## src/rtl/dmem_arbiter.sv

```systemverilog
// dmem_arbiter: round-robin/lockable two-port arbiter in front of a single-port word memory,
// with address checking and a registered one-cycle response per grant.
module dmem_arbiter #(
  parameter int DEPTH = 1024
) (
  input  logic        clk,
  input  logic        rst,
  input  logic        m0_req,
  input  logic        m0_we,
  input  logic        m0_lock,
  input  logic [31:0] m0_addr,
  input  logic [31:0] m0_wdata,
  input  logic        m1_req,
  input  logic        m1_we,
  input  logic        m1_lock,
  input  logic [31:0] m1_addr,
  input  logic [31:0] m1_wdata,
  output logic        m0_gnt,
  output logic        m0_rvalid,
  output logic [31:0] m0_rdata,
  output logic        m0_err,
  output logic        m1_gnt,
  output logic        m1_rvalid,
  output logic [31:0] m1_rdata,
  output logic        m1_err,
  output logic [31:0] mem_address,
  output logic [31:0] mem_write_data,
  output logic        mem_MemWrite,
  input  logic [31:0] mem_read_data
);
  typedef enum logic [1:0] {ARB, LOCK0, LOCK1} state_t;
  state_t      state_q, state_d;
  logic        last_q, last_d;
  logic        rvalid0_q, rvalid0_d, rvalid1_q, rvalid1_d;
  logic        err0_q, err0_d, err1_q, err1_d;
  logic [31:0] rdata0_q, rdata0_d, rdata1_q, rdata1_d;
  logic        gnt, bad, good, we;
  logic [31:0] addr, rsp_data;
  always_comb begin
    m0_gnt = !rst && m0_req && (state_q == LOCK0 || (state_q == ARB && (!m1_req || last_q)));
    m1_gnt = !rst && m1_req && (state_q == LOCK1 || (state_q == ARB && (!m0_req || !last_q)));
    gnt = m0_gnt || m1_gnt;
    addr = m1_gnt ? m1_addr : m0_addr;
    we = m1_gnt ? m1_we : m0_we;
    bad = addr[1:0] != 2'b00 || {2'b00, addr[31:2]} >= 32'(DEPTH);
    good = gnt && !bad;
    // bad accesses never reach the memory pins, so an out-of-range index cannot alias
    mem_address = good ? {2'b00, addr[31:2]} : '0;
    mem_write_data = good ? (m1_gnt ? m1_wdata : m0_wdata) : '0;
    mem_MemWrite = good && we;
    rsp_data = (good && !we) ? mem_read_data : '0;
    state_d = (m0_gnt && m0_lock) ? LOCK0 : (m1_gnt && m1_lock) ? LOCK1 : ARB;
    last_d = gnt ? m1_gnt : last_q;
    rvalid0_d = m0_gnt;
    rvalid1_d = m1_gnt;
    rdata0_d = m0_gnt ? rsp_data : '0;
    rdata1_d = m1_gnt ? rsp_data : '0;
    err0_d = m0_gnt && bad;
    err1_d = m1_gnt && bad;
  end
  always_ff @(posedge clk) begin
    if (rst) begin
      state_q <= ARB;
      last_q <= 1'b1;
      rvalid0_q <= 1'b0;
      rvalid1_q <= 1'b0;
      rdata0_q <= '0;
      rdata1_q <= '0;
      err0_q <= 1'b0;
      err1_q <= 1'b0;
    end else begin
      state_q <= state_d;
      last_q <= last_d;
      rvalid0_q <= rvalid0_d;
      rvalid1_q <= rvalid1_d;
      rdata0_q <= rdata0_d;
      rdata1_q <= rdata1_d;
      err0_q <= err0_d;
      err1_q <= err1_d;
    end
  end
  // responses are masked while rst is high so a pending pulse never escapes
  always_comb begin
    m0_rvalid = rvalid0_q && !rst;
    m1_rvalid = rvalid1_q && !rst;
    m0_rdata = rst ? '0 : rdata0_q;
    m1_rdata = rst ? '0 : rdata1_q;
    m0_err = err0_q && !rst;
    m1_err = err1_q && !rst;
  end
endmodule

```

## config.mk

```make
export PLATFORM = sky130hd
export DESIGN_NAME = dmem_arbiter
export DESIGN_NICKNAME = d
export VERILOG_FILES = /design/src/rtl/dmem_arbiter.sv
export SDC_FILE = /design/constraint.sdc
export NUM_CORES = 1
export LEC_CHECK = 0
export ABC_CLOCK_PERIOD_IN_PS = 2000
export CAP_MARGIN = 40
export CORE_AREA = 2 2 119 121
export CTS_CLUSTER_DIAMETER = 120
export DETAILED_ROUTE_END_ITERATION = 7
export DIE_AREA = 0 0 121 123
export PLACE_DENSITY = 0.79
export SKIP_CTS_REPAIR_TIMING = 1
export SLEW_MARGIN = 20
export SYNTH_ARGS = -nofsm -noshare
export SYNTH_HDL_FRONTEND = slang
export SYNTH_SLANG_ARGS = --single-unit
```

## constraint.sdc

```tcl
create_clock -name clk -period 2 [get_ports clk]
set_clock_uncertainty 0.2 [all_clocks]
set_input_delay 0.4 -clock clk [delete_from_list [all_inputs] [get_ports clk]]
set_output_delay 0.4 -clock clk [all_outputs]
set_load 0.05 [all_outputs]
```

Word-level counts from Yosys, hierarchy flattened
Cells that the tools add are included.
Cells by class
  mux-type cells: 10
  bitwise logic cells: 2
  equality and inequality tests: 2
  $lt $le $gt $ge: 1
  reduce and logical (&&, ||, !) cells: 34
Operators with widths (count)
  32-bit 2-to-1 mux: 6
  30-bit by 11-bit >= comparator with 1-bit output, second input constant: 1
  30-bit 2-to-1 mux: 1
  1-bit logical AND: 17
  1-bit zero test: 6
  1-bit logical OR: 6
  2-bit OR reduction: 3
  2-bit by 1-bit equality test with 1-bit output, second input constant: 1
  2-bit equality test, second input constant: 1
  2-bit zero test: 1
  1-bit 2-to-1 mux: 2
  2-bit 2-to-1 mux: 1
  1-bit inverter: 2
  2-bit nonzero test: 1
Word-level totals
  output and inout port bits: 135
  bits of input ports: 168
  flip-flop bits (word level): 71
  word-level logic and storage cells: 58

Longest topological paths before layout
  depth in word-level cells: 12
  gate-level depth with buffers: 7
  gate-level depth less buffers: 6

Least setup slack after synthesis
No wires, ideal clock.
  path kind: input port to output port
  from: input port m0_req
  to: output port mem_write_data[22]
  arrival: 2.533 ns
  path slack: -1.133 ns
  required time: 1.400 ns
  cell stages on the path: 6
  buffers on the path: 1
  cells stage by stage: nor2b_4 a211o_4 inv_2 clkbuf_1 nand2_1 a21oi_1
Between the ends
  cells in the longest elaborated chain, start to end: 11
  elaborated cells on any way between the ends: 16
  classes of those cells: order compare: 1; mux: 3; reduce/logical: 12
Ends and longest elaborated chain
  start, declared: line 8  | input logic m0_req,
  1-bit zero test (*): line 41  | m1_gnt = !rst && m1_req && (state_q == LOCK1 || (state_q == ARB && (!m0_req || !last_q)));
  1-bit logical OR (*): line 41
  1-bit logical AND (*): line 41
  1-bit logical OR (*): line 41
  1-bit logical AND (*): line 41
  net m1_gnt: line 22  | output logic m1_gnt,
  32-bit 2-to-1 mux: line 43  | addr = m1_gnt ? m1_addr : m0_addr;
  30-bit by 11-bit >= comparator with 1-bit output / 2-bit nonzero test (equally long branches): line 45  | bad = addr[1:0] != 2'b00 || {2'b00, addr[31:2]} >= 32'(DEPTH);
  1-bit logical OR: line 45
  1-bit zero test: line 46  | good = gnt && !bad;
  1-bit logical AND: line 46
  32-bit 2-to-1 mux (*): line 49  | mem_write_data = good ? (m1_gnt ? m1_wdata : m0_wdata) : '0;
  end, declared: line 27  | output logic [31:0] mem_write_data,
Mark *: on every way through the listed nets, which the timed path passes. The rest lies on a longest branch.

Worst setup path in the final report
  from: input port m1_addr[18]
  to: output port mem_write_data[28]
Between the ends
  cells in the longest elaborated chain, start to end: 6
Ends and longest elaborated chain
  start, declared: line 16  | input logic [31:0] m1_addr,
  32-bit 2-to-1 mux: line 43
  30-bit by 11-bit >= comparator with 1-bit output: line 45
  1-bit logical OR: line 45
  1-bit zero test: line 46
  1-bit logical AND: line 46
  32-bit 2-to-1 mux: line 49
No other way between the ends.

==> results.sh <==
export IMPL_crit_chain="clkdlybuf4s50_1 > nor2_1 > nand3_2 > nor3_4 > o211ai_4 > buf_12 > clkbuf_16 > a21oi_4 > buf_12"
export IMPL_hp_class="input pin to register"
export IMPL_grt_overflow=0
export IMPL_final_setup_viol_count=108
export IMPL_synth_ff_type="dfxtp_1"
export IMPL_max_freq_mhz=364
export IMPL_critPathCaptureType="output port"
export IMPL_initial_utilization_pct=25.1
export IMPL_placed_area_um2=7860
export IMPL_gp_congestion=0.830
export IMPL_synth_area_um2=3420
export IMPL_cts_buffers=9
export IMPL_worst_path_buf_inv=4
export IMPL_period_minus_slack_ps=2750
export IMPL_synth_distinct_cells=31
export IMPL_grt_pass1_wl_um=21700
export IMPL_drive_gt1_share_pct=43.6
export IMPL_ir_drop_uv=281
export IMPL_fin_cells=920
export IMPL_path_common_cell="buf_12"
export IMPL_crit_family="buffers and inverters"
export IMPL_p_per_area_nw_per_um2=423
export IMPL_via_count=4039
export IMPL_yosys_warnings=0
export IMPL_cp_arrival_ps=2150
export IMPL_h_tree_depth=3
export IMPL_synth_edff_count=0
export IMPL_period_share_pct=137
export IMPL_placedCellCount=889
export IMPL_drtIter0Drc=163
export IMPL_ys_seq_elements=71
export IMPL_cts_tree="yes"
export IMPL_startpoint_type="input pin"
export IMPL_grt_max_degree=72
export IMPL_path_class="input pin to output port"
export IMPL_synth_most_common_cell="nand2_1"
export IMPL_rows=43
export IMPL_antenna_found_initial=2
export IMPL_area_growth_pct=153
export IMPL_seq_area_frac_synth_pct=41.6
export IMPL_synth_top_area_share_pct=41.6
export IMPL_synth_common_cells="90 x nand2_1, 71 x dfxtp_1, 68 x nor2b_1, 67 x and2_1, 34 x a21oi_1"
export IMPL_clock_root_buffer="clkbuf_16"
export IMPL_viasPerCell=4.39
export IMPL_insertion_delay_ps=330
export IMPL_ant_nets=0
export IMPL_clkTransAtPathRegs_ps=50
export IMPL_totalWireLength_um=16400
export IMPL_pin_count=303
export IMPL_synth_area_per_cell_um2=8.01
export IMPL_wl_per_cell_um=17.8
export IMPL_die_y_um=123
export IMPL_die_w_um=121
export IMPL_antennaDiodeCount=0
export IMPL_nets=903
export IMPL_required_ps=1400
export IMPL_multi_input_comb_area_um2=2570
export IMPL_drcViolationCount=0
export IMPL_dieArea_um2=14900
export IMPL_drv_slew=0
export IMPL_core_region_area_um2=13600
export IMPL_port_buffers=280
export IMPL_slowest_delay_ps=420
export IMPL_synthCells=427
export IMPL_hold_viol=0
export IMPL_cap_violations=0
export IMPL_dp_slack_ps=-1040
export IMPL_grt_pass1_vias=3990
export IMPL_n_fill_cell=1028
export IMPL_design_area_um2=8650
export IMPL_hpwl_um=12000
export IMPL_crit_slowest_cell="clkdlybuf4s50_1"
export IMPL_path_max_fanout=8
export IMPL_hold_ws_ps=250
export IMPL_status="complete, but fails checks"
export IMPL_grt_usage_pct=19.4
export IMPL_synth_top_area_cell="dfxtp_1"
export IMPL_numClockSinks=71
export IMPL_clk_path_buf_depth=2
export IMPL_dr_pass1_iters=5
export IMPL_leakage_nw=3.66
export IMPL_synthTopCellsByArea="dfxtp_1 42%, nor2b_1 12%, and2_1 12%"
export IMPL_final_util_pct=63.5
export IMPL_rsz0062_at_grt="yes"
export IMPL_seq_area_um2=1420
export IMPL_async_reset_ff_share_pct=0
export IMPL_setup_ws_ps=-749
export IMPL_violations="negative setup slack"
-- kinds of logic (layout without fill, tap and decap cells) --
group	after synthesis	in the layout	share of synthesized area (%)
buffers and inverters	51	343	8.67
AO/OA/AOI/OAI	48	48	8.71
multiplexers	2	2	0.586
other	1	22	0.110
flip-flops	71	71	41.6
AND/OR/NAND/NOR	254	254	40.3
-- worst min-delay path, delay by kind of cell --
family | cells | cell delay [ps]
AO/OA/AOI/OAI | 1 | 170
buffers and inverters | 1 | 100
AND/OR/NAND/NOR | 1 | 60
-- path summary, 6_finish.rpt --
| kind | startpoint | slack (ps) | to | depth (start not counted) |
|---|---|---|---|---|
| setup / recovery | m1_addr[18] | -750 | mem_write_data[28] | 9 |
| hold / removal | rst | 250 | last_q | 3 |
| setup reg to reg | state_q[1] | -360 | rdata0_q[2] | 10 |
| hold reg to reg | last_q | 420 | last_q | 3 |
-- state kept, by name, summed over array words and instances (netlist names) --
name,count
err0_q,1
err1_q,1
last_q,1
rdata0_q,32
rdata1_q,32
rvalid0_q,1
rvalid1_q,1
state_q,2
-- report_power, final --
group          total, mW  switching (mW)  internal [mW]  leakage [nW]
registers           1.43         0.00287           1.42         0.573
logic              0.784           0.383          0.402          2.96
clock network       1.45           0.577          0.869         0.132
-- routing by layer --
metal  vias up  wire, um  track usage (%)
li1       1920         -                -
met2       204      8910             36.0
met4         2       619             9.96
met5         -        11                0
met1      1878      5590             20.3
met3        35      1220             4.84
-- through the flow --
stage | power (mW) | TNS, ps
finish | 3.66 | -48080
detailed placement | 2.19 | -96470
global placement | 2.18 | -94960
CTS | 3.66 | -73670
floorplan | 1.79 | -22720
global route | 3.80 | -58710
-- cells in the final DEF, fill, tap and decap left out, types with 2 or more instances in the layout --
master and count:
a21oi_1 2, a21oi_4 42, and2_1 58, and2_4 9
buf_12 83, buf_4 62, buf_6 6, clkbuf_16 15
clkdlybuf4s50_1 128, clkinv_2 2, clkinv_4 2, clkinvlp_4 2
conb_1 22, dfxtp_1 70, dlymetal6s2s_1 38, nand2_1 87
nand2_2 3, nor2_1 4, nor2b_2 68, nor3_2 2
nor3_4 3, nor4_2 7, nor4_4 2
-- layout make-up --
class / instances / share of cell area [%]
inverters: 2 / 0.145
repair buffers: 325 / 47.9
flip-flops and latches: 71 / 16.4
clock buffers: 11 / 2.81
clock inverters: 5 / 0.391
well taps: 180 / 2.60
multi-input cells: 326 / 29.7
No activity file was read; power rests on OpenSTA's default activity.
